--- config.mk ---
export PLATFORM = sky130hd
export DESIGN_NAME = nor_rr_arbiter
export DESIGN_NICKNAME = d
export VERILOG_FILES = /design/src/rtl/nor_rr_arbiter_pkg.sv /design/src/rtl/nor_4bits.sv /design/src/rtl/nor_rr_arbiter.sv
export SDC_FILE = /design/constraint.sdc
export NUM_CORES = 1
export LEC_CHECK = 0
export CORE_MARGIN = 2
export CORE_UTILIZATION = 41
export CTS_CLUSTER_DIAMETER = 100
export DETAILED_ROUTE_END_ITERATION = 6
export HOLD_SLACK_MARGIN = 0.02
export PLACE_DENSITY = 0.89
export SKIP_CTS_REPAIR_TIMING = 1
export SLEW_MARGIN = 10
export SYNTH_ARGS = -nofsm -noshare
export SYNTH_HDL_FRONTEND = slang
export SYNTH_SLANG_ARGS = --single-unit
--- constraint.sdc ---
create_clock -name clk -period 2.2 [get_ports clk]
set_clock_uncertainty 0.15 [all_clocks]
set_input_delay 0.33 -clock clk [delete_from_list [all_inputs] [get_ports clk]]
set_output_delay 0.33 -clock clk [all_outputs]
set_load 0.03 [all_outputs]
--- src/rtl/nor_rr_arbiter_pkg.sv ---
// Shared constants for the round-robin NOR arbiter: default widths, the
// result-register state encoding and the requester IDs.
package nor_rr_arbiter_pkg;

    localparam int unsigned WIDTH_DEF = 4;
    localparam int unsigned CNT_W_DEF = 8;

    typedef enum logic {
        EMPTY = 1'b0,
        FULL  = 1'b1
    } res_state_e;

    localparam logic ID0 = 1'b0;
    localparam logic ID1 = 1'b1;

endpackage

--- src/rtl/nor_4bits.sv ---
// Shared bitwise NOR datapath.
module nor_4bits #(
    parameter int unsigned WIDTH = 4
) (
    input  logic [WIDTH-1:0] a,
    input  logic [WIDTH-1:0] b,
    output logic [WIDTH-1:0] y
);

    assign y = ~(a | b);

endmodule

--- src/rtl/nor_rr_arbiter.sv ---
// Two-requester round-robin arbiter in front of one nor_4bits unit, with a
// held result register and per-requester accepted-transfer counters.
module nor_rr_arbiter
    import nor_rr_arbiter_pkg::*;
#(
    parameter int unsigned WIDTH = WIDTH_DEF,
    parameter int unsigned CNT_W = CNT_W_DEF
) (
    input  logic             clk,
    input  logic             rst_n,
    input  logic             req0_valid,
    input  logic [WIDTH-1:0] req0_a,
    input  logic [WIDTH-1:0] req0_b,
    output logic             req0_ready,
    input  logic             req1_valid,
    input  logic [WIDTH-1:0] req1_a,
    input  logic [WIDTH-1:0] req1_b,
    output logic             req1_ready,
    output logic             res_valid,
    output logic [WIDTH-1:0] res_y,
    output logic             res_id,
    input  logic             res_ready,
    output logic [CNT_W-1:0] cnt0,
    output logic [CNT_W-1:0] cnt1
);

    res_state_e       state_q, state_d;
    logic             last_q, last_d;
    logic             id_q, id_d;
    logic [WIDTH-1:0] y_q, y_d;
    logic [CNT_W-1:0] cnt0_q, cnt0_d;
    logic [CNT_W-1:0] cnt1_q, cnt1_d;

    logic             free;
    logic             grant0, grant1;
    logic             xfer0, xfer1;
    logic [WIDTH-1:0] op_a, op_b, nor_y;

    // Grant the sole valid requester, or the one that did not win last time.
    assign free   = (state_q == EMPTY) || res_ready;
    assign grant0 = req0_valid && (!req1_valid || (last_q == ID1));
    assign grant1 = req1_valid && (!req0_valid || (last_q == ID0));

    assign req0_ready = rst_n && free && grant0;
    assign req1_ready = rst_n && free && grant1;
    assign xfer0      = req0_valid && req0_ready;
    assign xfer1      = req1_valid && req1_ready;

    assign op_a = grant1 ? req1_a : req0_a;
    assign op_b = grant1 ? req1_b : req0_b;

    nor_4bits #(
        .WIDTH (WIDTH)
    ) u_nor (
        .a (op_a),
        .b (op_b),
        .y (nor_y)
    );

    always_comb begin
        state_d = state_q;
        last_d  = last_q;
        id_d    = id_q;
        y_d     = y_q;
        cnt0_d  = cnt0_q;
        cnt1_d  = cnt1_q;
        if (xfer0 || xfer1) begin
            state_d = FULL;
            y_d     = nor_y;
            id_d    = xfer1 ? ID1 : ID0;
            last_d  = xfer1 ? ID1 : ID0;
        end else if ((state_q == FULL) && res_ready) begin
            // Consumed with nothing to replace it; y/id keep their last values.
            state_d = EMPTY;
        end
        if (xfer0) cnt0_d = cnt0_q + CNT_W'(1);
        if (xfer1) cnt1_d = cnt1_q + CNT_W'(1);
    end

    always_ff @(posedge clk or negedge rst_n) begin
        if (!rst_n) begin
            state_q <= EMPTY;
            last_q  <= ID1;
            id_q    <= ID0;
            y_q     <= '0;
            cnt0_q  <= '0;
            cnt1_q  <= '0;
        end else begin
            state_q <= state_d;
            last_q  <= last_d;
            id_q    <= id_d;
            y_q     <= y_d;
            cnt0_q  <= cnt0_d;
            cnt1_q  <= cnt1_d;
        end
    end

    assign res_valid = (state_q == FULL);
    assign res_y     = y_q;
    assign res_id    = id_q;
    assign cnt0      = cnt0_q;
    assign cnt1      = cnt1_q;

endmodule
# Word-level counts from Yosys, hierarchy flattened

Index checks and enable logic that the tools add are counted.
Widths: inputs -> output; s select.

Register bits: 23
Logic and storage cells: 32
Output and inout bits: 24
Bits of input ports: 21

Reductions and logical operators: 15
Mux-type cells: 5
Add/sub/neg operators: 2
Bitwise logic cells: 4

Operator list:

| cell                | count |
|---|---|
| $add 8x1->8 const B | 2 |
| $logic_and 1x1->1   | 8 |
| $mux 4              | 2 |
| $logic_or 1x1->1    | 4 |
| $not 4->4           | 1 |
| $or 4x4->4          | 1 |
| $mux 1              | 3 |
| $logic_not 1->1     | 2 |
| $not 1->1           | 2 |
| $reduce_bool 2->1   | 1 |

# Logic depth before layout (Yosys ltp)

Depth in word-level cells: 7
Depth in mapped cells: 5
Gate-level depth less buffers: 5

# Modules after synthesis

Synthesis repeated with hierarchy kept, for this count alone.

Cells, all modules: 87
Area total of the unflattened synthesis: 1098.6 µm²

Modules (own cells, without submodules):

| module         | times used | area each (µm²) | cells an instance | sequential area each (µm²) |
|---|---|---|---|---|
| nor_rr_arbiter | 1          | 1083.5          | 83                | 576.8 |
| nor_4bits      | 1          | 15.0            | 4                 | 0.0 |

# Worst setup path after synthesis

OpenSTA, ideal clock, no wires.

Kind: reg2reg
From: register state_q (netlist: res_valid)
To: register cnt1_q[3] (netlist: cnt1[3])
Required time: 1916 ps
Clock period less this slack: 1677 ps
Library setup time: 134 ps
Slack: 523 ps
Path buffers: 1
Arrival: 1393 ps
Stages on the path, launching flop included: 6
Path through: dfrtp_1 > or2b_1 > and3_4 > buf_6 > nand4_1 > xnor2_1

Longest elaborated chain between the ends: 5

RTL lines:

| element                         | RTL line             | source |
|---|---|---|
| start, declared                 | nor_rr_arbiter.sv:27 | `res_state_e state_q, state_d;` |
| start signal, assigned          | nor_rr_arbiter.sv:89 | `state_q <= state_d;` |
| $not 1->1                       | nor_rr_arbiter.sv:40 | `assign free = (state_q == EMPTY) \|\| res_ready;` |
| $logic_or 1x1->1                | nor_rr_arbiter.sv:40 |  |
| $logic_and 1x1->1 (2 in series) | nor_rr_arbiter.sv:45 | `assign req1_ready = rst_n && free && grant1;` |
| named net req1_ready            | nor_rr_arbiter.sv:18 | `output logic req1_ready,` |
| $logic_and 1x1->1               | nor_rr_arbiter.sv:47 | `assign xfer1 = req1_valid && req1_ready;` |
| end signal, assigned            | nor_rr_arbiter.sv:94 | `cnt1_q <= cnt1_d;` |
| end, declared                   | nor_rr_arbiter.sv:32 | `logic [CNT_W-1:0] cnt1_q, cnt1_d;` |

The timed path passes the listed nets, and every way through them passes these cells.
A chain may end at the register's enable or synchronous reset.

# Worst setup path in the final report

From: input req0_valid
To: output req1_ready

Longest elaborated chain between the ends: 4

RTL lines:

| element           | RTL line             | source |
|---|---|---|
| start, declared   | nor_rr_arbiter.sv:11 | `input logic req0_valid,` |
| $logic_not 1->1   | nor_rr_arbiter.sv:42 | `assign grant1 = req1_valid && (!req0_valid \|\| (last_q == ID0));` |
| $logic_or 1x1->1  | nor_rr_arbiter.sv:42 |  |
| $logic_and 1x1->1 | nor_rr_arbiter.sv:42 |  |
| $logic_and 1x1->1 | nor_rr_arbiter.sv:45 |  |
| end, declared     | nor_rr_arbiter.sv:18 |  |

Every way passes these cells.

==> qor.yml <==
timing.final.crit_share_pct: 91.9
root_buffer: "clkbuf_4"
htree_levels: 1
wl_met2_mm: 1.36
synth.distinct_cells: 25
min_period_ns: 2.02
startpoint: "req0_valid"
grt_max_degree: 18
syn_area_sq_mm: 0.00106
grt_usage_pct: 18.1
ir_drop_uv: 683
cpPeakStageDelay_ns: 0.55
cp_slowest_cell: "clkdlybuf4s50_1"
route.layer.met1.wl_microns: 945
syn2layout_area_growth_pct: 48.1
synth_seq_cells: 23
cts.sinks: 23
path_clk_slew_ns: 0.12
timing.final.max_slew_violations: 0
avgSynthCellArea_sq_um: 11.4
clockBufferDepth: 2
worstSetupEndpoint: "req1_ready"
rrSetupSlack_ns: 0.49
fmax_ghz: 0.495
tns_ns: 0
firstDrtPassIters: 4
rsz0062_at_grt: "false"
grt_pass1_vias: 889
r2r_cells: 4
setup_viol: 0
cp.arrival_ns: 1.54
fin_area_sq_mm: 0.00158
io_buffers: 44
dp_hpwl_mm: 1.96
syn_inst: 93
fp.dieH_microns: 54.9
wl_mm: 2.43
power_density_mw_per_mm2: 997
crit_required_ns: 1.72
drtIter0Drc: 8
numCtsBuffers: 3
hp-class: "register to register"
finalHoldViolCount: 0
critPathMaxFanout: 11
r2r-end: "cnt0[5]"
ys_seq_area_share_pct: 54.2
antenna_found_initial: 0
antenna_cells: 0
gp_congestion: 0.744
async_flop_share_pct: 100
routed_via_density: 5.12
utilization_pct: 63.6
cts_tree: "built"
syn-num-nets: 116
drv_cap: 0
routedWlPerCell_microns: 14.0
status: "finished, final reports clean"
crit_path_start_kind: "input port"
drc_errors: 0
worstMarginPinSlew_ns: 0.612
core_area_sq_mm: 0.00248
dpl_cell_area_sq_mm: 0.00155
num_rows: 18
crit_type: "input port to primary output"
pin_count: 45
r2r_start: "last_q"
fp.dieW_microns: 54.9
vias: 885
ys_warn_count: 0
cp_cell_sequence: "clkdlybuf4s50_1 > a21boi_4 > and3_4 > buf_4"
holdCritStartpoint: "cnt1[7]"
layout_commonest_cell: "clkdlybuf4s50_1"
ys.flop_type: "dfrtp_1"
grt_pass1_wl_mm: 3.91
initial_core_util_pct: 42.9
highest_layer: "met4"
wl_met3_microns: 89
fin_nets: 167
layout_common_cells: "42 x clkdlybuf4s50_1, 22 x dfrtp_1, 9 x xnor2_1"
slew_headroom_pct: 59.0
p_leak_nw: 0.685
endpoint_kind: "primary output"
synth_edf_count: 0
dieArea_sq_mm: 0.00302
drive_above_1_share_pct: 13.3
overflow: 0
ant_nets: 0
clkLatencyLatePin_ns: 0.30
==> cells in the mapped netlist, drive strengths merged, types with 3 or more instances <==
library cell / n / area [sq um]
nand4: 8 / 65.1
and3: 3 / 23.8
xor2: 5 / 43.8
nor2: 6 / 22.5
nor3: 6 / 30.0
inv: 3 / 11.3
dfrtp: 22 / 551
o21ai: 4 / 20.0
a21oi: 4 / 20.0
xnor2: 9 / 78.8
nand2: 8 / 30.0
==> through the flow <==
step	hold WS, ns	instances	power (mW)	setup WS (ns)
after floorplan	-0.116	93	1.06	0.523
after global placement	0.310	169	1.37	0.218
after detailed placement	0.320	169	1.39	0.147
after CTS	0.342	173	1.59	0.168
after global routing	0.354	173	1.67	0.0863
final	0.334	173	1.57	0.179
==> layer usage <==
| metal | track usage [%] | vias up |
|---|---|---|
| met3 | 2.69 | 4 |
| met1 | 21.0 | 433 |
| li1 | - | 427 |
| met4 | 8.94 | 0 |
| met5 | 0 | - |
| met2 | 32.3 | 21 |
==> cells by family (layout without fill, tap and decap cells) <==
kind of cell | after synthesis | count (layout) | share of synthesized area, %
compound gates | 12 | 12 | 7.88
buf+inv | 4 | 54 | 2.12
xor+xnor | 14 | 14 | 11.5
simple gates | 36 | 36 | 19.8
fa+ha+maj | 2 | 2 | 2.35
mux | 2 | 2 | 2.12
flops | 23 | 23 | 54.2
==> power breakdown <==
group          switching, mW  leakage (nW)  internal [mW]
logic                  0.379         0.380          0.326
clock network          0.122        0.0177         0.0679
registers              0.139         0.287          0.538
total                  0.639         0.685          0.932
==> worst min path at each step <==
stage               endpoint  cells past startpoint
floorplan            cnt0[0]                      0
global placement     cnt0[7]                      1
detailed placement  res_y[0]                      2
CTS                  cnt1[7]                      1
global route         cnt1[7]                      1
finish               cnt1[7]                      1
==> cell type report <==
class,count,area (sq um)
tap,30,37.5
inverter,3,11.3
clock buffer,3,22.5
multi-input combinational,66,464
clock inverter,1,5.00
fill,215,902
timing repair buffer,47,458
sequential,23,577
==> state kept, by name, indices dropped and copies added, names as in the netlist <==
| signal | flops |
|---|---|
| res_valid | 1 |
| res_y | 4 |
| cnt1 | 8 |
| res_id | 1 |
| last_q | 1 |
| cnt0 | 8 |
==> critical path, delay by kind of cell <==
family	cells	cell delay, ns
simple gates	1	0.27
buf+inv	2	0.73
compound gates	1	0.21
No activity file was read; power rests on OpenSTA's default activity.
